## src/rtl/cache_pkg.sv

```systemverilog
// Types and address helpers shared by the L1 instruction cache and its line fill unit.
package cache_pkg;

  localparam int WORD_W = 32;

  typedef enum logic [1:0] {
    IDLE,
    READ,
    DONE
  } fill_state_t;

  // Byte address of the first word of the line holding addr.
  function automatic logic [WORD_W-1:0] line_base(input logic [WORD_W-1:0] addr,
                                                  input int unsigned line_words);
    logic [WORD_W-1:0] mask;
    mask = WORD_W'(line_words * 4) - 1;
    return addr & ~mask;
  endfunction

  // Word slot of addr inside its line; callers truncate to their index width.
  function automatic logic [WORD_W-1:0] word_idx(input logic [WORD_W-1:0] addr,
                                                 input int unsigned line_words);
    return (addr >> 2) & WORD_W'(line_words - 1);
  endfunction

endpackage

```

## src/rtl/line_fill_unit.sv

```systemverilog
// Miss-service engine: reads one cache line from main memory, critical word first,
// forwards the missed word early and hands the assembled line to the cache.
module line_fill_unit
  import cache_pkg::*;
#(
  parameter int LINE_WORDS  = 4,
  parameter int WAIT_CYCLES = 2,
  parameter int CWF         = 1
) (
  input  logic                         clk,
  input  logic                         reset_n,
  input  logic                         req_i,
  input  logic [WORD_W-1:0]            req_addr_i,
  input  logic                         flush_i,
  output logic                         busy_o,
  output logic                         crit_valid_o,
  output logic [WORD_W-1:0]            crit_data_o,
  output logic                         fill_valid_o,
  output logic [WORD_W-1:0]            fill_addr_o,
  output logic [WORD_W*LINE_WORDS-1:0] fill_data_o,
  output logic                         mem_ce_n,
  output logic                         mem_oe_n,
  output logic [WORD_W-1:0]            mem_addr_o,
  input  logic [WORD_W-1:0]            mem_data_i
);

  localparam int IDX_W = $clog2(LINE_WORDS);
  localparam int WC_W  = (WAIT_CYCLES > 0) ? $clog2(WAIT_CYCLES + 1) : 1;

  typedef logic [IDX_W-1:0]                         idx_t;
  typedef logic [LINE_WORDS-1:0][WORD_W-1:0]        line_t;

  fill_state_t       state_q, state_d;
  logic [WORD_W-1:0] base_q, base_d;
  idx_t              crit_idx_q, crit_idx_d;
  idx_t              k_q, k_d;
  logic [WC_W-1:0]   wcnt_q, wcnt_d;
  line_t             line_q, line_d;
  logic              crit_valid_q, crit_valid_d;
  logic [WORD_W-1:0] crit_data_q, crit_data_d;
  logic [WORD_W-1:0] fill_addr_q, fill_addr_d;
  line_t             fill_data_q, fill_data_d;

  idx_t idx;
  logic capture;

  // The index is IDX_W bits wide, so the critical-word-first wrap stays inside the line.
  assign idx     = (CWF != 0) ? idx_t'(crit_idx_q + k_q) : k_q;
  assign capture = (state_q == READ) && (wcnt_q == WC_W'(WAIT_CYCLES));

  // NOTE: every variable gets a default first so no path leaves one unassigned (no latches).
  always_comb begin
    state_d      = state_q;
    base_d       = base_q;
    crit_idx_d   = crit_idx_q;
    k_d          = k_q;
    wcnt_d       = wcnt_q;
    line_d       = line_q;
    crit_valid_d = 1'b0;
    crit_data_d  = crit_data_q;
    fill_addr_d  = fill_addr_q;
    fill_data_d  = fill_data_q;

    case (state_q)
      IDLE: begin
        if (req_i && !flush_i) begin
          state_d    = READ;
          base_d     = line_base(req_addr_i, LINE_WORDS);
          crit_idx_d = idx_t'(word_idx(req_addr_i, LINE_WORDS));
          k_d        = '0;
          wcnt_d     = '0;
        end
      end

      READ: begin
        if (flush_i) begin
          state_d = IDLE;
        end else if (capture) begin
          line_d[idx] = mem_data_i;
          if (idx == crit_idx_q) begin
            crit_valid_d = 1'b1;
            crit_data_d  = mem_data_i;
          end
          if (k_q == idx_t'(LINE_WORDS - 1)) begin
            // The output copy is only updated here so it holds steady through the next fill.
            state_d     = DONE;
            fill_addr_d = base_q;
            fill_data_d = line_d;
          end else begin
            k_d    = k_q + idx_t'(1);
            wcnt_d = '0;
          end
        end else begin
          wcnt_d = wcnt_q + WC_W'(1);
        end
      end

      DONE: begin
        state_d = IDLE;
      end

      default: begin
        state_d = IDLE;
      end
    endcase
  end

  // NOTE: sequential state uses non-blocking assignments so all registers update together.
  always_ff @(posedge clk or negedge reset_n) begin
    if (!reset_n) begin
      state_q      <= IDLE;
      base_q       <= '0;
      crit_idx_q   <= '0;
      k_q          <= '0;
      wcnt_q       <= '0;
      crit_valid_q <= 1'b0;
      crit_data_q  <= '0;
      fill_addr_q  <= '0;
      fill_data_q  <= '0;
    end else begin
      state_q      <= state_d;
      base_q       <= base_d;
      crit_idx_q   <= crit_idx_d;
      k_q          <= k_d;
      wcnt_q       <= wcnt_d;
      crit_valid_q <= crit_valid_d;
      crit_data_q  <= crit_data_d;
      fill_addr_q  <= fill_addr_d;
      fill_data_q  <= fill_data_d;
    end
  end

  // NOTE: the assembly buffer is pure datapath; every slot is rewritten before it is published, so it carries no reset.
  always_ff @(posedge clk) begin
    line_q <= line_d;
  end

  assign busy_o       = (state_q != IDLE);
  assign fill_valid_o = (state_q == DONE);
  assign crit_valid_o = crit_valid_q;
  assign crit_data_o  = crit_data_q;
  assign fill_addr_o  = fill_addr_q;
  assign fill_data_o  = fill_data_q;
  assign mem_ce_n     = (state_q != READ);
  assign mem_oe_n     = (state_q != READ);
  assign mem_addr_o   = (state_q == READ) ? (base_q | (WORD_W'(idx) << 2)) : '0;

endmodule
```

## config.mk

```make
export PLATFORM = sky130hd
export DESIGN_NAME = line_fill_unit
export DESIGN_NICKNAME = d
export VERILOG_FILES = /design/src/rtl/cache_pkg.sv /design/src/rtl/line_fill_unit.sv
export SDC_FILE = /design/constraint.sdc
export NUM_CORES = 1
export LEC_CHECK = 0
export BUFFER_PORTS_ARGS = -buffer_cell sky130_fd_sc_hd__buf_2
export CAP_MARGIN = 20
export CORE_UTILIZATION = 35
export DETAILED_ROUTE_END_ITERATION = 6
export GPL_TIMING_DRIVEN = 1
export SLEW_MARGIN = 20
export SYNTH_ARGS = -nofsm -noshare
export SYNTH_HDL_FRONTEND = slang
export SYNTH_SLANG_ARGS = --single-unit
```

## constraint.sdc

```tcl
create_clock -name clk -period 4.25 [get_ports clk]
set_clock_uncertainty 0.1 [all_clocks]
set_input_delay 0.2125 -clock clk [delete_from_list [all_inputs] [get_ports clk]]
set_output_delay 0.2125 -clock clk [all_outputs]
set_load 0.03 [all_outputs]
```

==> flow_metrics.py <==
metrics = {
    "status": {
        "outcome": "finished clean",
    },
    "setup_path": {
        "r2r_slack_ns": 1.09,
        "worstPathMaxFanout": 22,
        "end_kind": "flip-flop",
        "start_kind": "flip-flop",
        "r2r_end": "crit_data_o[16]$_DFFE_PN0P_",
        "endpoint": "crit_data_o[16]$_DFFE_PN0P_",
        "cp.arrival_ns": 3.50,
        "reg2reg_depth": 4,
        "cp.required_ns": 4.59,
        "timing.rr.start": "state_q[1]$_DFFE_PN0P_",
        "setup.worst_path.class": "reg2reg",
        "critPathLaunch": "state_q[1]$_DFFE_PN0P_",
    },
    "final_layout": {
        "area_delta_synth_final_pct": 25.8,
        "final_cell_mix": "buf_2 (287), dfrtp_1 (225), nand2_1 (192)",
        "design_area_um2": 18700,
        "layout-drive-gt1-share_pct": 28.1,
        "stdcell_count": 2171,
        "layout_commonest_cell": "buf_2",
        "nets": 1670,
        "antenna_cells": 0,
    },
    "floorplanning": {
        "die_y_um": 208,
        "die_x_um": 208,
        "initial_core_util_pct": 35.4,
        "dieArea_um2": 43200,
        "io_pins": 297,
        "rows": 75,
        "core_area_um2": 41900,
    },
    "synthesis": {
        "synth_top_area_share_pct": 38.0,
        "synth_compound_area_share_pct": 14.2,
        "synthCells": 1295,
        "synthSimpleGateAreaFrac_pct": 10.5,
        "ys_types": 39,
        "synth_top_family_by_area": "compound AO/OA/AOI/OAI gates",
        "synthesis.area_um2": 14800,
        "syn_area_per_cell_um2": 11.5,
        "yosys.area_share.xor_xnor_pct": 0.430,
        "synth_area_leaders": "dfrtp_1 (38%), edfxtp_1 (26%), mux2_2 (6.2%)",
        "yosysTopAreaCell": "dfrtp_1",
        "ys_warn_count": 0,
        "synth-adder-area-share_pct": 0.169,
        "seq_area_frac_synth_pct": 63.9,
        "ys_seq_elements": 353,
        "muxShareOfSynthArea_pct": 6.98,
    },
    "placement": {
        "hpwlAfterDp_um": 27100,
        "placed_cells": 2032,
        "place_congestion": 0.791,
        "numPortBuffers": 288,
        "post-place-ws_ns": 0.944,
        "place_area_um2": 16700,
    },
    "power": {
        "switchingPower_mw": 2.84,
        "p_int_mw": 6.35,
        "power_frac_comb_pct": 20.4,
        "seq_power_share_pct": 42.6,
        "switching_share_pct": 30.9,
        "power_density_nw_per_um2": 492,
        "pwr-share-clk_pct": 37.0,
        "p_leak_nw": 8.67,
        "ir_drop_mv": 0.332,
    },
    "grt": {
        "antenna_found_initial": 3,
        "grt_pass1_wl_um": 70700,
        "grt_usage_pct": 21.0,
        "grt_max_degree": 129,
        "overflow": 0,
        "grt_pass1_vias": 11814,
    },
    "sta": {
        "max_slew_margin_pct": 32.7,
        "fin_crit_sh_pct": 74.4,
        "drv_slew": 0,
        "worst_slack_ns": 1.09,
        "clock.fmax_mhz": 316,
        "finalCriticalPeriod_ns": 3.16,
        "tightestPinTransition_ns": 1.01,
        "rsz0062_at_grt": "false",
        "final.setup.tns_ns": 0,
        "hold_viol": 0,
        "setup_viol": 0,
    },
    "drt": {
        "highest_layer": "met4",
        "drtAntennaViolNets": 0,
        "route.detailed.drc": 0,
        "vias": 11676,
        "wl_met3_um": 3180,
        "drtIter0Drc": 846,
        "route.met2.wl_um": 20900,
        "dr.pass1.iters": 5,
        "met1Wirelength_um": 20000,
        "drt_wl_total_um": 45400,
        "routedWlPerCell_um": 20.9,
        "via_per_inst": 5.38,
    },
    "run": {
        "drv_cap": 0,
    },
    "hold_path": {
        "hold_path.class": "in2reg",
    },
    "clocking": {
        "htree_levels": 2,
        "postCtsSetupBuffers": 0,
        "clk_pin_slew_ns": 0.06,
        "clock_latency_ns": 0.55,
        "cts_hold_buf": 64,
        "cts_made_buffers": 40,
        "cts_root_buf": "clkbuf_16",
        "cts_sinks": 353,
        "ctsResizeCount": 0,
        "cts_tree": "built",
        "cts_buffer_depth": 3,
    },
}
[metal layers]
| metal | GRT usage (%) | up-vias |
|---|---|---|
| met5 | 0 | - |
| met4 | 7.43 | 0 |
| met3 | 4.66 | 74 |
| met2 | 31.8 | 444 |
| met1 | 29.7 | 5871 |
| li1 | - | 5287 |
[synth_stat cells (all sizes together)]
| cell | number |
|---|---|
| a2111oi | 1 |
| a21oi | 128 |
| a22o | 1 |
| a31oi | 129 |
| and2 | 29 |
| and3 | 1 |
| and3b | 1 |
| buf | 58 |
| clkbuf | 57 |
| conb | 1 |
| dfrtp | 225 |
| edfxtp | 128 |
| ha | 2 |
| inv | 5 |
| mux2 | 91 |
| mux2i | 1 |
| nand2 | 192 |
| nand3 | 64 |
| nand4 | 1 |
| nor2 | 3 |
| nor2b | 35 |
| nor3 | 1 |
| nor3b | 2 |
| nor4bb | 1 |
| o21ai | 128 |
| o22ai | 1 |
| or2 | 1 |
| or3 | 1 |
| or3b | 1 |
| or4 | 1 |
| or4b | 1 |
| xnor2 | 2 |
| xnor3 | 1 |
| xor3 | 1 |
[through the flow]
step                      power, mW  util (%)  hold WS (ns)
after global placement         5.77      39.9         0.308
after CTS                      9.28      44.5       0.00495
after global routing           9.61      44.6        0.0479
after detailed placement       5.80      39.9         0.331
final                          9.19      44.6        0.0386
after floorplan                5.19         -        -0.183
[worst min path at each step]
stage,startpoint,endpoint,depth (start not counted),slack (ns)
detailed placement,reset_n,fill_addr_o[15]$_DFFE_PN0P_,1,0.33
global placement,reset_n,fill_addr_o[14]$_DFFE_PN0P_,1,0.31
finish,req_i,state_q[0]$_DFFE_PN0P_,4,0.04
CTS,req_i,state_q[0]$_DFFE_PN0P_,4,0.005
global route,req_i,state_q[0]$_DFFE_PN0P_,4,0.05
floorplan,reset_n,base_q[10]$_DFFE_PN0P_,0,-0.18
[power groups by stage]
stage,clock network [mW],logic [mW],registers [mW]
global placement,0,1.81,3.96
floorplan,0,1.01,4.19
CTS,3.49,1.88,3.91
detailed placement,0,1.83,3.97
finish,3.40,1.87,3.91
global route,3.62,2.05,3.94
[critical path: stages (launching register included)]
cell and delay, ns:
dfrtp_1 0.47, nor3b_4 0.72, nand4_2 0.93, buf_4 0.51, mux2_2 0.29
[area by class of cell]
cell class	count	area, µm²
clock buffers	53	1090
fillers	3972	23200
well taps	539	674
multi-input cells	827	4860
repair buffers	373	2340
flip-flops and latches	353	9470
inverters	5	18.8
clock inverters	21	191
[kinds of logic after synthesis]
logic type / count (synthesis)
other: 1
AO/OA/AOI/OAI: 388
adder cells (fa/ha/maj): 2
multiplexers: 92
AND/OR/NAND/NOR: 335
buffers and inverters: 120
XOR/XNOR: 4
flip-flops: 353
[registers in the layout, summed over array words and instances (netlist names), 28 cells and up]
register,cells
fill_data_o,128
line_q,128
crit_data_o,32
base_q,28
fill_addr_o,28
Note: power is estimated with default switching activity, not from simulation.
